[config.mk]
export PLATFORM = sky130hd
export DESIGN_NAME = adc_trigger_delay
export DESIGN_NICKNAME = d
export VERILOG_FILES = /design/src/rtl/adc_trigger_delay.sv
export SDC_FILE = /design/constraint.sdc
export NUM_CORES = 1
export LEC_CHECK = 0
export BUFFER_PORTS_ARGS = -buffer_cell sky130_fd_sc_hd__buf_2
export CELL_PAD_IN_SITES_DETAIL_PLACEMENT = 1
export CELL_PAD_IN_SITES_GLOBAL_PLACEMENT = 2
export CORE_MARGIN = 2
export CORE_UTILIZATION = 42
export DETAILED_ROUTE_END_ITERATION = 10
export PLACE_DENSITY_LB_ADDON = 0.1
export SETUP_SLACK_MARGIN = 0.05
export SYNTH_ARGS = -nofsm -noshare
export SYNTH_HDL_FRONTEND = slang
export SYNTH_SLANG_ARGS = --single-unit
[constraint.sdc]
create_clock -name clk -period 7.2 [get_ports clk]
set_input_delay 0.36 -clock clk [delete_from_list [all_inputs] [get_ports clk]]
set_output_delay 0.36 -clock clk [all_outputs]
set_load 0.05 [all_outputs]
[src/rtl/adc_trigger_delay.sv]
`default_nettype none
// ============================================================================
//  Module      : adc_trigger_delay
//  Description : Front end of the waveform/pulse-height block. It tracks the
//                ADC baseline with a shift-based IIR filter and fires a
//                one-cycle trigger once the signal has been above
//                baseline+threshold for CONFIRM consecutive samples. A
//                42-clock holdoff follows each trigger. The raw sample
//                stream is also delayed by DELAY clocks so that the
//                downstream capture window contains pre-trigger samples.
//                Define TRIG_NEGATIVE_EN to trigger on negative-going
//                pulses instead (baseline > signal + threshold).
//  Revision    : 1.0  initial release
// ============================================================================
module adc_trigger_delay #(
  parameter int DATA_W     = 14,
  parameter int DELAY      = 6,
  parameter int CONFIRM    = 2,
  parameter int HOLDOFF    = 42,
  parameter int BASE_SHIFT = 4
) (
  input  logic              clk,
  input  logic              reset,
  input  logic [DATA_W-1:0] signal,
  input  logic [DATA_W-1:0] threshold,
  input  logic              arm,
  output logic [DATA_W-1:0] signalDelayed,
  output logic              triggerOut,
  output logic [DATA_W-1:0] baseline,
  output logic              busy,
  output logic [15:0]       triggerCount
);

  localparam int CNT_W  = 3;
  localparam int HCNT_W = (HOLDOFF > 1) ? $clog2(HOLDOFF) : 1;
  localparam int BW     = DATA_W + 2;

  localparam logic [CNT_W-1:0]  CONFIRM_LAST = CNT_W'(CONFIRM);
  localparam logic [HCNT_W-1:0] HOLDOFF_LAST = HCNT_W'(HOLDOFF - 1);
  localparam logic [CNT_W-1:0]  CNT_ONE      = CNT_W'(1);
  localparam logic [HCNT_W-1:0] HCNT_ONE     = HCNT_W'(1);

  typedef enum logic [1:0] {
    ST_IDLE    = 2'd0,
    ST_CONFIRM = 2'd1,
    ST_HOLDOFF = 2'd2
  } state_t;

  // --------------------------------------------------------------------------
  // Sample delay line
  // --------------------------------------------------------------------------
  logic [DATA_W-1:0] dly_q [DELAY];
  logic [DATA_W-1:0] dly_d [DELAY];

  // Shift the new sample in at tap 0; every tap moves one stage per clock.
  always_comb begin
    dly_d[0] = signal;
    for (int i = 1; i < DELAY; i++) begin
      dly_d[i] = dly_q[i-1];
    end
  end

  // Delay-line registers, cleared so the output reads 0 until the line fills.
  always_ff @(posedge clk or posedge reset) begin
    if (reset) begin
      for (int i = 0; i < DELAY; i++) begin
        dly_q[i] <= '0;
      end
    end else begin
      dly_q <= dly_d;
    end
  end

  assign signalDelayed = dly_q[DELAY-1];

  // --------------------------------------------------------------------------
  // Trigger decision state
  // --------------------------------------------------------------------------
  state_t              state_q, state_d;
  logic [CNT_W-1:0]    cnt_q, cnt_d;
  logic [HCNT_W-1:0]   hcnt_q, hcnt_d;
  logic                trig_q, trig_d;
  logic                busy_q, busy_d;
  logic                valid_q, valid_d;
  logic [DATA_W-1:0]   baseline_q, baseline_d;
  logic [15:0]         count_q, count_d;

  logic [DATA_W:0]     over_sum;
  logic                over;
  logic signed [BW-1:0] base_err;
  logic signed [BW-1:0] base_step;
  logic signed [BW-1:0] base_sum;
  logic [DATA_W-1:0]   base_track;
  logic [CNT_W-1:0]    cnt_inc;
  logic                fire;

  // Threshold comparison; the sum carries one extra bit so it never wraps.
  always_comb begin
`ifdef TRIG_NEGATIVE_EN
    over_sum = {1'b0, signal} + {1'b0, threshold};
    over     = ({1'b0, baseline_q} > over_sum);
`else
    over_sum = {1'b0, baseline_q} + {1'b0, threshold};
    over     = ({1'b0, signal} > over_sum);
`endif
  end

  // Baseline IIR step: b + ((s - b) >>> BASE_SHIFT), clamped to the sample range.
  always_comb begin
    base_err  = $signed({2'b00, signal}) - $signed({2'b00, baseline_q});
    base_step = base_err >>> BASE_SHIFT;
    base_sum  = $signed({2'b00, baseline_q}) + base_step;
    if (base_sum[BW-1]) begin
      base_track = '0;
    end else if (base_sum[BW-2]) begin
      base_track = '1;
    end else begin
      base_track = base_sum[DATA_W-1:0];
    end
  end

  // Next-state logic for the confirm/holdoff FSM, trigger, counter and baseline.
  always_comb begin
    state_d    = state_q;
    cnt_d      = cnt_q;
    hcnt_d     = hcnt_q;
    trig_d     = 1'b0;
    count_d    = count_q;
    valid_d    = valid_q;
    baseline_d = baseline_q;
    fire       = 1'b0;
    cnt_inc    = cnt_q + CNT_ONE;

    case (state_q)
      ST_IDLE: begin
        if (valid_q && arm && over) begin
          if (CONFIRM_LAST == CNT_ONE) begin
            fire = 1'b1;
          end else begin
            state_d = ST_CONFIRM;
            cnt_d   = CNT_ONE;
          end
        end
      end
      ST_CONFIRM: begin
        if (!over || !arm) begin
          state_d = ST_IDLE;
          cnt_d   = '0;
        end else begin
          cnt_d = cnt_inc;
          if (cnt_inc == CONFIRM_LAST) begin
            fire = 1'b1;
          end
        end
      end
      ST_HOLDOFF: begin
        // arm is deliberately ignored: a started holdoff always runs out.
        if (hcnt_q == HOLDOFF_LAST) begin
          state_d = ST_IDLE;
          hcnt_d  = '0;
        end else begin
          hcnt_d = hcnt_q + HCNT_ONE;
        end
      end
      default: begin
        state_d = ST_IDLE;
        cnt_d   = '0;
        hcnt_d  = '0;
      end
    endcase

    if (fire) begin
      state_d = ST_HOLDOFF;
      hcnt_d  = '0;
      cnt_d   = '0;
      trig_d  = 1'b1;
      if (count_q != 16'hFFFF) begin
        count_d = count_q + 16'd1;
      end
    end

    // First sample after reset seeds the baseline; afterwards only quiet
    // IDLE samples are folded in, so a candidate pulse never drags it up.
    if (!valid_q) begin
      baseline_d = signal;
      valid_d    = 1'b1;
    end else if ((state_q == ST_IDLE) && (state_d == ST_IDLE)) begin
      baseline_d = base_track;
    end

    busy_d = (state_d != ST_IDLE);
  end

  // FSM state and registered outputs; reset returns everything to IDLE at once.
  always_ff @(posedge clk or posedge reset) begin
    if (reset) begin
      state_q    <= ST_IDLE;
      cnt_q      <= '0;
      hcnt_q     <= '0;
      trig_q     <= 1'b0;
      busy_q     <= 1'b0;
      valid_q    <= 1'b0;
      baseline_q <= '0;
      count_q    <= '0;
    end else begin
      state_q    <= state_d;
      cnt_q      <= cnt_d;
      hcnt_q     <= hcnt_d;
      trig_q     <= trig_d;
      busy_q     <= busy_d;
      valid_q    <= valid_d;
      baseline_q <= baseline_d;
      count_q    <= count_d;
    end
  end

  assign triggerOut   = trig_q;
  assign busy         = busy_q;
  assign baseline     = baseline_q;
  assign triggerCount = count_q;

endmodule
`default_nettype wire

* After elaboration in Yosys (flattened, before gate mapping)
Index checks and enable logic that the tools add are counted.
Word-level totals: flip-flop bits (word level) 128, bits of input ports 31, output and inout bits 46, logic and storage cells 62
Cells by class: add/sub/neg operators 6, order comparisons 1, eq/ne operators 9, multiplexer cells 20, reductions and logical operators 12
Operator list (number):
- $mux 14 | 4
- $add 15x11->16 | 1
- $add 16x1->16 const B | 1
- $ne 16x16->1 const B | 1
- $add 14x14->15 | 1
- $gt 14x15->1 | 1
- $sub 14x14->15 | 1
- $mux 6 | 2
- $pmux 6 s2 | 1
- $mux 3 | 3
- $pmux 3 s3 | 1
- $mux 2 | 4
- $add 6x1->6 const B | 1
- $eq 6x6->1 const B | 1
- $pmux 2 s3 | 1
- $logic_not 2->1 | 2
- $mux 1 | 4
- $ne 2x1->1 const B | 2
- $reduce_and 2->1 | 2
- $add 3x1->3 const B | 1
- $eq 3x2->1 const B | 1
- $logic_and 1x1->1 | 3
- $ne 3x3->1 const B | 1
- $eq 2x1->1 const B | 1
- 6 further kinds | 7

* Longest topological paths before layout
depth after elaboration 11, mapped depth 22

* Worst setup path after synthesis
Ideal clock, no wire load.
kind register -> register, from reg baseline_q[0], in the netlist baseline[0], to reg baseline_q[2], in the netlist baseline[2], library setup time 82 ps, arrival 4466 ps, required time 7118 ps, slack 2652 ps, stages on the path, launching flop included 22, path buffers 1, cell sequence dfrtp_1 > ha_1 > fa_1 > a21o_1 > a21oi_1 > o21bai_1 > a21oi_1 > a21oi_1 > a21o_1 > a21oi_1 > xor2_1 > ha_1 > nand4_1 > nor2_1 > o21ai_0 > o2111ai_1 > a221oi_2 > nor3_2 > nor4b_4 > nand2_2 > buf_2 > o22ai_1
Between the ends: word-level cells in the longest chain between the ends 10
Ends and longest elaborated chain:
- start: declaration | line 85 | logic [DATA_W-1:0] baseline_q, baseline_d;
- start signal: assignment | line 212 | baseline_q <= baseline_d;
- $add 14x14->15 | line 103 | over_sum = {1'b0, baseline_q} + {1'b0, threshold};
- $gt 14x15->1 | line 104 | over = ({1'b0, signal} > over_sum);
- $logic_not 1->1 | line 146 | if (!over || !arm) begin
- $logic_or 1x1->1 | line 146
- $mux 2 / $mux 1 (equally long branches) | line 146
- $pmux 2 s3 / $mux 1 (equally long branches) | line 134 | case (state_q)
- $mux 2 | line 172 | if (fire) begin
- $logic_not 2->1 | line 187 | end else if ((state_q == ST_IDLE) && (state_d == ST_IDLE)) begin
- $logic_and 1x1->1 | line 187
- $ne 2x1->1 (no source line)
Several ways; a longest one is shown, not always the timed one. The select of a mux whose other input is x is not followed. A chain may end at the register's enable or synchronous reset.

* Final worst setup path
from reg baseline_q[0], in the netlist baseline[0], to reg baseline_q[11], in the netlist baseline[11]
The elaborated chain is that of the path after synthesis.

==> flow_metrics.env <==
export IMPL_synth_largest_area_cell="dfrtp_1"
export IMPL_cts_tree="yes"
export IMPL_synth_fp_nets=625
export IMPL_path_class="register to register"
export IMPL_hold_viol_final=0
export IMPL_dieArea_sq_um=15570
export IMPL_finalClockSkew_ns=0.009460
export IMPL_clockBufferDepth=2
export IMPL_hold_worst_slack_ns=0.008051
export IMPL_initial_core_util_pct=42.63
export IMPL_crit_required_ns=7.53
export IMPL_fin_nets=715
export IMPL_cp_start_kind="register"
export IMPL_ys_warnings_count=0
export IMPL_clockRootBuffer="clkbuf_16"
export IMPL_crit_fanout=16
export IMPL_cts_resized=0
export IMPL_setup_viol_count_final=0
export IMPL_muxShareOfSynthArea_pct=2.471
export IMPL_clk_insertion_delay_late_ns=0.42
export IMPL_wl_per_cell_um=17.36
export IMPL_synth_distinct_cells=51
export IMPL_ys_flop_type="dfrtp_1"
export IMPL_critPathCaptureType="register"
export IMPL_drt_iter0_drc=112
export IMPL_critical_path_arrival_ns=5.57
export IMPL_h_tree_depth=4
export IMPL_ys_ff_latch=128
export IMPL_slew_viol_final=0
export IMPL_period_share_pct=72.73
export IMPL_numPortBuffers=76
export IMPL_p_leak_uw=0.003578
export IMPL_core_rowCount=44
export IMPL_timing_rr_end="baseline[11]$_DFFE_PP0P_"
export IMPL_grt_max_degree=84
export IMPL_yosys_top_cells_area="dfrtp_1 52%, ha_1 12%, xnor2_1 5.1%"
export IMPL_synthAdderAreaFrac_pct=13.11
export IMPL_dp_hpwl_um=10670
export IMPL_diodes=0
export IMPL_cap_violations=0
export IMPL_globalRoute_totalOverflow=0
export IMPL_power_density_nw_per_um2=509.2
export IMPL_synthArstFlopShare_pct=100.0
export IMPL_area_growth_pct=19.40
export IMPL_seq_area_frac_synth_pct=52.29
export IMPL_maxSlewHeadroom_pct=33.88
export IMPL_grt_pass1_vias=4692
export IMPL_drive_gt1_share_pct=19.72
export IMPL_synth_edf_count=0
export IMPL_worst_pin_slew_ns=0.9917
export IMPL_core_region_area_sq_um=14370
export IMPL_grt_pass1_wl_um=23670
export IMPL_synth_top_area_share_pct=52.29
export IMPL_via_count=4298
export IMPL_peakVddDrop_uv=280.2
export IMPL_fin_crit_ns=5.237
export IMPL_vias_per_cell=5.254
export IMPL_drc_errors=0
export IMPL_drtPass1Iterations=4
export IMPL_syn_area_per_cell_sq_um=11.54
export IMPL_fillers=1554
export IMPL_clkSinkCount=128
export IMPL_rrSetupSlack_ns=1.96
export IMPL_hold_class="input pin to async pin"
export IMPL_r2r_start="baseline[0]$_DFFE_PP0P_"
export IMPL_synth_compound_area_share_pct=12.17
export IMPL_syn_instance_count=531
export IMPL_placed_cells=786
export IMPL_cts_clk_slew_worst_paths_ns=0.06
export IMPL_die_height_um=124.8
export IMPL_die_width_um=124.8
export IMPL_syn_area_sq_um=6126
export IMPL_fmax_ghz=0.1910
export IMPL_final_util_pct=50.91
export IMPL_ant_nets=0
export IMPL_setup_tns_ns=0
export IMPL_postCtsSetupBuffers=0
export IMPL_antenna_found_initial=0
export IMPL_place_congestion=0.8237
export IMPL_crit_path_start="baseline[0]$_DFFE_PP0P_"
export IMPL_status="complete, no violations"
export IMPL_io_pins=77
export IMPL_r2r_cells=20
export IMPL_rsz0062_at_grt="false"
export IMPL_synth_top_family_by_area="adder cells"
export IMPL_fin_cells=818
export IMPL_grt_use_total_pct=19.35
export IMPL_synth_simple_gate_area_share_pct=10.40
export IMPL_drt_wl_total_um=14200
export IMPL_critPathCapture="baseline[11]$_DFFE_PP0P_"
export IMPL_cts_hold_buf=0
export IMPL_cts_inserted_buffers=17
export IMPL_synth_xor_area_share_pct=6.985
## sequential cells by signal, indices dropped and copies added, names as in the netlist
name           flops
dly_d             70
triggerCount      16
baseline          14
signalDelayed     14
hcnt_q             6
cnt_q              3
state_q            2
busy               1
triggerOut         1
valid_q            1
## stage by stage
| step | area [sq um] | worst slack (ns) | power [uW] |
|---|---|---|---|
| after floorplan | 6126 | 2.652 | 2459 |
| after global placement | 6720 | 2.054 | 2821 |
| after detailed placement | 6720 | 1.927 | 2896 |
| after CTS | 7315 | 1.913 | 3773 |
| after global routing | 7315 | 1.442 | 4045 |
| final | 7315 | 1.963 | 3725 |
## power breakdown
group / internal [uW] / total, uW / switching, uW
sequential: 799 / 892 / 93.3
clock: 493 / 850 / 357
combinational: 808 / 1980 / 1170
## how the worst min path moves through the flow
stage	cells after the start	end	slack (ns)	startpoint
after global placement	0	dly_d[0]$_DFF_PP0_	0.33	dly_d[14]$_DFF_PP0_
final	2	signalDelayed[4]$_DFF_PP0_	0.008	reset
after CTS	2	signalDelayed[4]$_DFF_PP0_	0.02	reset
after detailed placement	0	dly_d[9]$_DFF_PP0_	0.34	dly_d[23]$_DFF_PP0_
after floorplan	0	dly_d[0]$_DFF_PP0_	0.33	dly_d[14]$_DFF_PP0_
after global routing	2	signalDelayed[3]$_DFF_PP0_	0.03	reset
## cells in the mapped netlist (all sizes together) (2+ instances only)
master   count
a311oi       2
or3          2
nor2b        8
o21ai       20
inv         32
o21a         3
and2         4
fa           2
nand4       12
mux2i       14
a211oi       2
o21bai       6
a31oi        3
o2111ai      2
nand2b       5
o31ai        4
a21o        14
or2          5
clkbuf       3
nor3         7
nand3       14
buf          4
xnor2       37
nor2        34
xor2        11
nand2       18
and3         8
dfrtp      128
a21oi       35
o211ai       3
ha          61
o22ai       13
## cell families after synthesis
group,Yosys count
flip-flops,128
AND/OR/NAND/NOR,121
AO/OA/AOI/OAI,116
adder cells (fa/ha/maj),63
XOR/XNOR,48
buffers and inverters,39
multiplexers,15
other,1
## critical path: stages, from the launching register on
cell	delay, ns
dfrtp_1	0.43
ha_1	0.23
fa_1	0.40
a21o_1	0.19
a21oi_1	0.24
o21bai_1	0.09
a21oi_1	0.27
a21oi_1	0.17
a21o_1	0.21
a21oi_1	0.17
xor2_1	0.17
ha_1	0.26
nand4_1	0.15
nor2_1	0.07
o21ai_0	0.07
o2111ai_1	0.16
a221oi_2	0.39
nor3_2	0.16
nor4b_4	0.74
nand2_2	0.34
o22ai_1	0.25
## area by class of cell
type                            count  area [sq um]  share of cell area [%]
Clock buffer                       17         425.4                   5.816
Tap cell                          184         230.2                   3.147
Inverter                           32         122.6                   1.676
Timing Repair Buffer               78         395.4                   5.405
Multi-Input combinational cell    364          2769                   37.85
Sequential cell                   128          3203                   43.79
Clock inverter                     15         168.9                   2.309
## cells in the final DEF (no fill, tap or decap), types with 11 or more instances in the layout
cell       synthesis  routed
nor2_1            34      34
nand2_1           17      17
mux2i_1           14      14
dfrtp_1          128     128
clkbuf_16          0      17
nand4_1           12      12
inv_1             32      31
nand3_1           14      14
o21ai_0           20      20
a21o_1            14      14
ha_1              61      61
buf_2              3      76
a21oi_1           35      35
xnor2_1           36      36
o22ai_1           13      13
xor2_1            11      11
## layer usage
| layer | wire length, um | vias to the layer above | GRT usage [%] | share of wire [%] |
|---|---|---|---|---|
| met4 | 112 | 0 | 5.420 | 0.79 |
| met5 | 0 | - | 0 | 0 |
| met2 | 7337 | 70 | 34.20 | 52 |
| met3 | 452 | 12 | 4.167 | 3.2 |
| li1 | - | 2069 | - | - |
| met1 | 6297 | 2147 | 23.86 | 44 |
Power figures use the tool's default switching activity.
